===== config.mk =====
export PLATFORM = sky130hd
export DESIGN_NAME = cnn_seq_ctrl
export DESIGN_NICKNAME = d
export VERILOG_FILES = /design/src/rtl/cnn_pkg.sv /design/src/rtl/cnn_class2ascii.sv /design/src/rtl/cnn_seq_ctrl.sv
export SDC_FILE = /design/constraint.sdc
export NUM_CORES = 1
export LEC_CHECK = 0
export CORE_MARGIN = 2
export CORE_UTILIZATION = 48
export DETAILED_ROUTE_END_ITERATION = 8
export PLACE_DENSITY = 0.77
export SLEW_MARGIN = 30
export SYNTH_ARGS = -nofsm -noshare
export SYNTH_HDL_FRONTEND = slang
export SYNTH_SLANG_ARGS = --single-unit

===== constraint.sdc =====
create_clock -name clk -period 3 [get_ports clk]
set_clock_uncertainty 0.1 [all_clocks]
set_input_delay 0.9 -clock clk [delete_from_list [all_inputs] [get_ports clk]]
set_output_delay 0.9 -clock clk [all_outputs]
set_load 0.005 [all_outputs]

===== src/rtl/cnn_pkg.sv =====
// rtl/cnn_pkg.sv - shared constants and FSM state type for the CNN sequencer
package cnn_pkg;

    localparam int IX      = 28;
    localparam int IY      = 28;
    localparam int I_F_BW  = 8;
    localparam int N_IMG   = 16;
    localparam int N_CLASS = 26;

    localparam logic [7:0] ASCII_A   = 8'h41;
    localparam logic [7:0] ASCII_UNK = 8'h3F;

    typedef enum logic [2:0] {
        IDLE,
        FETCH,
        DRAIN,
        WAIT,
        DONE
    } seq_state_t;

endpackage


===== src/rtl/cnn_class2ascii.sv =====
// rtl/cnn_class2ascii.sv - combinational class index to ASCII letter mapping
module cnn_class2ascii #(
    parameter int N_CLASS  = cnn_pkg::N_CLASS,
    parameter int CLASS_BW = 5
) (
    input  logic [CLASS_BW-1:0] i_class,
    output logic [7:0]          o_alpha
);
    import cnn_pkg::*;

    logic w_valid;

    // classes beyond the trained range map to '?'
    assign w_valid = 32'(i_class) < $unsigned(N_CLASS);
    assign o_alpha = w_valid ? (ASCII_A + 8'(i_class)) : ASCII_UNK;

endmodule


===== src/rtl/cnn_seq_ctrl.sv =====
// rtl/cnn_seq_ctrl.sv - image ROM streamer and CNN result sequencer (optional watchdog: SEQ_TIMEOUT_EN)
module cnn_seq_ctrl #(
    parameter int IX          = cnn_pkg::IX,
    parameter int IY          = cnn_pkg::IY,
    parameter int I_F_BW      = cnn_pkg::I_F_BW,
    parameter int N_IMG       = cnn_pkg::N_IMG,
    parameter int N_CLASS     = cnn_pkg::N_CLASS,
    parameter int CLASS_BW    = 5,
    parameter int TIMEOUT_CYC = 4096
) (
    input  logic                              clk,
    input  logic                              reset_n,
    input  logic                              i_start,
    input  logic [3:0]                        i_sw,
    output logic                              o_busy,
    output logic                              o_rom_en,
    output logic [$clog2(N_IMG*IX*IY)-1:0]    o_rom_addr,
    input  logic [I_F_BW-1:0]                 i_rom_data,
    output logic                              o_pix_valid,
    output logic [I_F_BW-1:0]                 o_pixel,
    input  logic                              i_core_done,
    input  logic [CLASS_BW-1:0]               i_core_class,
    output logic                              o_out_valid,
    output logic [7:0]                        o_alpha,
    output logic                              o_timeout
);
    import cnn_pkg::*;

    localparam int NPIX    = IX * IY;
    localparam int ADDR_BW = $clog2(N_IMG * IX * IY);
    localparam int PIX_BW  = (NPIX > 1) ? $clog2(NPIX) : 1;

    seq_state_t          r_state;
    seq_state_t          w_next;
    logic [PIX_BW-1:0]   r_pix_idx;
    logic [3:0]          r_sel;
    logic [CLASS_BW-1:0] r_class;
    logic                r_to;
    logic                r_have;
    logic                r_pix_valid;
    logic [I_F_BW-1:0]   r_pixel;
    logic                w_fetch_last;
    logic                w_core_hit;
    logic                w_timeout;
    logic [7:0]          w_class_ascii;

    assign w_fetch_last = (r_pix_idx == PIX_BW'(NPIX - 1));
    assign w_core_hit   = (r_state == WAIT) && i_core_done;

`ifdef SEQ_TIMEOUT_EN
    localparam int CNT_BW = (TIMEOUT_CYC > 1) ? $clog2(TIMEOUT_CYC) : 1;
    logic [CNT_BW-1:0] r_wait_cnt;

    // watchdog: cleared while draining so it starts at zero on WAIT entry
    always_ff @(posedge clk or negedge reset_n) begin
        if (!reset_n) begin
            r_wait_cnt <= '0;
        end else if (r_state == DRAIN) begin
            r_wait_cnt <= '0;
        end else if (r_state == WAIT) begin
            r_wait_cnt <= r_wait_cnt + 1'b1;
        end
    end

    // a core result in the last WAIT cycle wins over the watchdog
    assign w_timeout = (r_state == WAIT) && !i_core_done &&
                       (r_wait_cnt == CNT_BW'(TIMEOUT_CYC - 1));
    assign o_timeout = (r_state == DONE) && r_to;
`else
    assign w_timeout = 1'b0;
    assign o_timeout = 1'b0;
`endif

    // state register
    always_ff @(posedge clk or negedge reset_n) begin
        if (!reset_n) begin
            r_state <= IDLE;
        end else begin
            r_state <= w_next;
        end
    end

    // next-state and state-decoded outputs
    always_comb begin
        w_next      = r_state;
        o_busy      = 1'b1;
        o_rom_en    = 1'b0;
        o_out_valid = 1'b0;
        case (r_state)
            IDLE: begin
                o_busy = 1'b0;
                if (i_start) begin
                    w_next = FETCH;
                end
            end
            FETCH: begin
                o_rom_en = 1'b1;
                if (w_fetch_last) begin
                    w_next = DRAIN;
                end
            end
            DRAIN: begin
                w_next = WAIT;
            end
            WAIT: begin
                if (w_core_hit || w_timeout) begin
                    w_next = DONE;
                end
            end
            DONE: begin
                o_out_valid = 1'b1;
                w_next      = IDLE;
            end
            default: begin
                w_next = IDLE;
            end
        endcase
    end

    // image select, pixel counter, pixel pipeline and result latches
    always_ff @(posedge clk or negedge reset_n) begin
        if (!reset_n) begin
            r_sel       <= '0;
            r_pix_idx   <= '0;
            r_class     <= '0;
            r_to        <= 1'b0;
            r_have      <= 1'b0;
            r_pix_valid <= 1'b0;
            r_pixel     <= '0;
        end else begin
            r_pix_valid <= o_rom_en;
            if (o_rom_en) begin
                r_pixel <= i_rom_data;
            end
            if ((r_state == IDLE) && i_start) begin
                r_sel     <= i_sw;
                r_pix_idx <= '0;
            end else if (r_state == FETCH) begin
                r_pix_idx <= w_fetch_last ? '0 : r_pix_idx + 1'b1;
            end
            if (w_core_hit) begin
                r_class <= i_core_class;
                r_to    <= 1'b0;
                r_have  <= 1'b1;
            end else if (w_timeout) begin
                r_to    <= 1'b1;
                r_have  <= 1'b1;
            end
        end
    end

    cnn_class2ascii #(
        .N_CLASS  (N_CLASS),
        .CLASS_BW (CLASS_BW)
    ) u_class2ascii (
        .i_class (r_class),
        .o_alpha (w_class_ascii)
    );

    assign o_rom_addr  = o_rom_en ? (ADDR_BW'(r_sel) * ADDR_BW'(NPIX) + ADDR_BW'(r_pix_idx)) : '0;
    assign o_pix_valid = r_pix_valid;
    assign o_pixel     = r_pixel;
    assign o_alpha     = !r_have ? 8'h00 : (r_to ? ASCII_UNK : w_class_ascii);

endmodule


==> summary.txt <==
Status
  – Status: finished, violations left
  – Violated checks: setup timing

Setup path
  – Reg-to-reg startpoint: r_pix_idx[0]
  – Crit. Startpoint: r_sel[2]
  – CP Capture Type: primary output
  – Crit Path Max Fanout: 2
  – Crit path arrival time: around 2200 ps
  – Worst Path Class, Setup: reg -> out
  – Type of origin of the critical path: flop
  – Req. time, crit path: 2000 ps

Synth
  – EDFF count, synth: 0
  – Post-synth top flop: dfrtp_1
  – Post-Synthesis Cell Area: between 2000 and 2500 µm²
  – Syn Inst Count: around 230
  – Average cell area after synthesis: slightly below 9 µm²
  – Seq cells post-synth: 32
  – Synth Warn #: 0
  – Post-synth ARST share: between 90% and 100%
  – Sequential-to-total area share from yosys stat: slightly below 40%
  – Netlist cell types: 44

Layout
  – N_diodes: 0
  – Area growth from synthesis to layout: 57.5%
  – FF/Latch Area: about 800 µm²
  – Footprint of the multi-input gates: about 1400 µm²
  – Fin nets: approximately 370
  – Most frequent cells in the layout: nand2_1, clkdlybuf4s50_1, buf_4
  – Share of cells above drive strength 1: 27.7%
  – Filler Cells Inserted: between 200 and 300
  – Leading cell type in the layout, fill and taps excluded: nand2_1
  – Cell Count, Final, Fillers Out: roughly 380
  – Post-route cell area: 3190 µm²

Floorplan
  – # rows: 23
  – Starting Density: around 50%
  – Die Y-Extent: slightly below 70 µm
  – Die Area: around 4800 µm²
  – Io pins: between 50 and 60
  – Core ar.: a little over 4000 µm²
  – Die Width: just under 70 µm

Detailed routing
  – Antenna-violating nets left: 0
  – Residual DRC: 0
  – Routed wire per std cell: between 10 and 15 µm
  – WL final: between 5000 and 6000 µm
  – 1st-iter DRT viols: 100
  – Vias: between 2000 and 2500
  – DRT Pass-1 Iters: 6
  – Via/cell ratio: 5.31

Clock tree
  – Clock Tree Buf Depth: 2
  – CTS tree: done
  – Clock Latency Late Sink: ~290 ps
  – Hold Buf Count CTS: 0
  – Root Buffer: clkbuf_8
  – Inserted Clock Buffers: 5
  – Clk slew on worst S/H paths: about 70 ps
  – Htree depth: 2
  – Clock Sinks: 32

Placement
  – Dpl hpwl: around 3600 µm
  – # port buffers: 53
  – Gp weighted congestion: slightly above 0.8
  – Total placed cells including tap cells: 360
  – Post-place instance area: between 2000 and 3000 µm²
  – Dpl ws: -322 ps

Timing
  – Max-slew violations: 0
  – Max Freq: 311 MHz
  – Fin crit period: 3220 ps
  – Final setup fails: 6
  – Worst hold slack: about 390 ps
  – Worst Slack Setup Final: -218 ps
  – Period utilisation layout: 107%
  – Unrepaired setup endpoints after global routing: yes
  – Fin. Hold Viols: 0
  – Final TNS setup: -666 ps

Job
  – Max-Cap Viols: 0

GRT
  – Initial antenna violation count: 0
  – Largest net degree at the start of global routing: 33
  – Total Routing Usage GR: 24.4%
  – Vias in the first global route: ~1900
  – Gr ovfl total: 0
  – First-pass GRT wire length: 8600 µm

Hold path
  – Worst hold path startpoint: o_pixel[2]
  – Hold WC Path Type: reg -> reg

Pwr
  – Leak: 0.00143 µW
  – Power per cell area: 1010 nW/µm²
  – Maximum VDD drop: between 0.5 and 0.6 mV
[per-stage QoR]
step | util [%] | total power (µW)
finish | 79.2 | 3230
global route | 79.2 | 3470
CTS | 76.1 | 3000
detailed placement | 69.6 | 2430
global placement | 69.6 | 2390
floorplan | - | 1580
[final timing paths]
path                                  end  depth (start not counted)  slack, ps
setup / recovery           o_rom_addr[12]                         11       -220
hold / removal                 o_pixel[2]                          2        390
setup reg to reg             r_pix_idx[3]                          6       1180
hold reg to reg                o_pixel[2]                          2        390
max in group asynchronous      r_state[1]                          2       1570
min in group asynchronous     o_pix_valid                          2        910
[sequential cells by signal, summed over array words and instances, names as in the netlist]
name / flops
r_pix_idx: 10
o_pixel: 8
r_class: 5
r_sel: 4
r_state: 3
o_pix_valid: 1
r_have: 1
[routing by layer]
metal / global-route usage [%] / vias up / wire length [µm]
met5: 0 / - / 0
met4: 9.07 / 0 / 69
met3: 4.55 / 7 / 207
met2: 40.7 / 47 / 2820
met1: 31.5 / 965 / 2560
li1: - / 990 / -
[synthesized netlist by cell type (4+ instances only)]
library cell / count / area [µm²]
xor2_1: 5 / 43.8
nor2_1: 21 / 78.8
ha_1: 16 / 200
nor3_1: 6 / 30.0
a21oi_1: 7 / 35.0
dfrtp_1: 32 / 801
a31oi_1: 4 / 25.0
nand3_1: 5 / 25.0
o21ai_0: 18 / 90.1
nand2_1: 53 / 199
and2_1: 7 / 43.8
inv_1: 10 / 37.5
o21a_1: 5 / 37.5
[logic make-up after synthesis]
group,synth area share (%)
and+or+nand+nor,25.1
AOI/OAI and AO/OA,16.7
DFF,39.5
adders and majority gates,10.9
buffers and inverters,3.52
xor gates and xnor gates,3.03
muxes,1.11
other,0.185
[worst max-delay path, cell delays in order, from the launching register on]
cell	delay, ps
dfrtp_1	380
inv_2	70
ha_4	270
inv_2	40
ha_4	220
ha_4	270
nand2_2	60
nor2_1	150
o31ai_1	100
xor2_1	150
nor2_1	100
buf_2	110
[layout make-up]
class	count	area share, %
clock buffer	8	2.82
sequential	32	25.2
inverter	11	1.33
timing repair buffer	91	25.0
multi-input combinational	186	43.7
tap	50	1.96
[power by group]
group / total [µW] / internal, µW / leakage [µW] / switching [µW]
Clock: 347 / 187 / 0.0000455 / 160
Combinational: 2150 / 1170 / 0.000987 / 985
Sequential: 732 / 590 / 0.000402 / 142
Total: 3230 / 1940 / 0.00143 / 1290
[what timing repair did]
item	in CTS	in global routing
setup buffers	6	5
pin swaps	20	20
endpoints found under the setup margin	10	8
gates resized for setup	55	20
No activity file was read; power rests on OpenSTA's default activity.
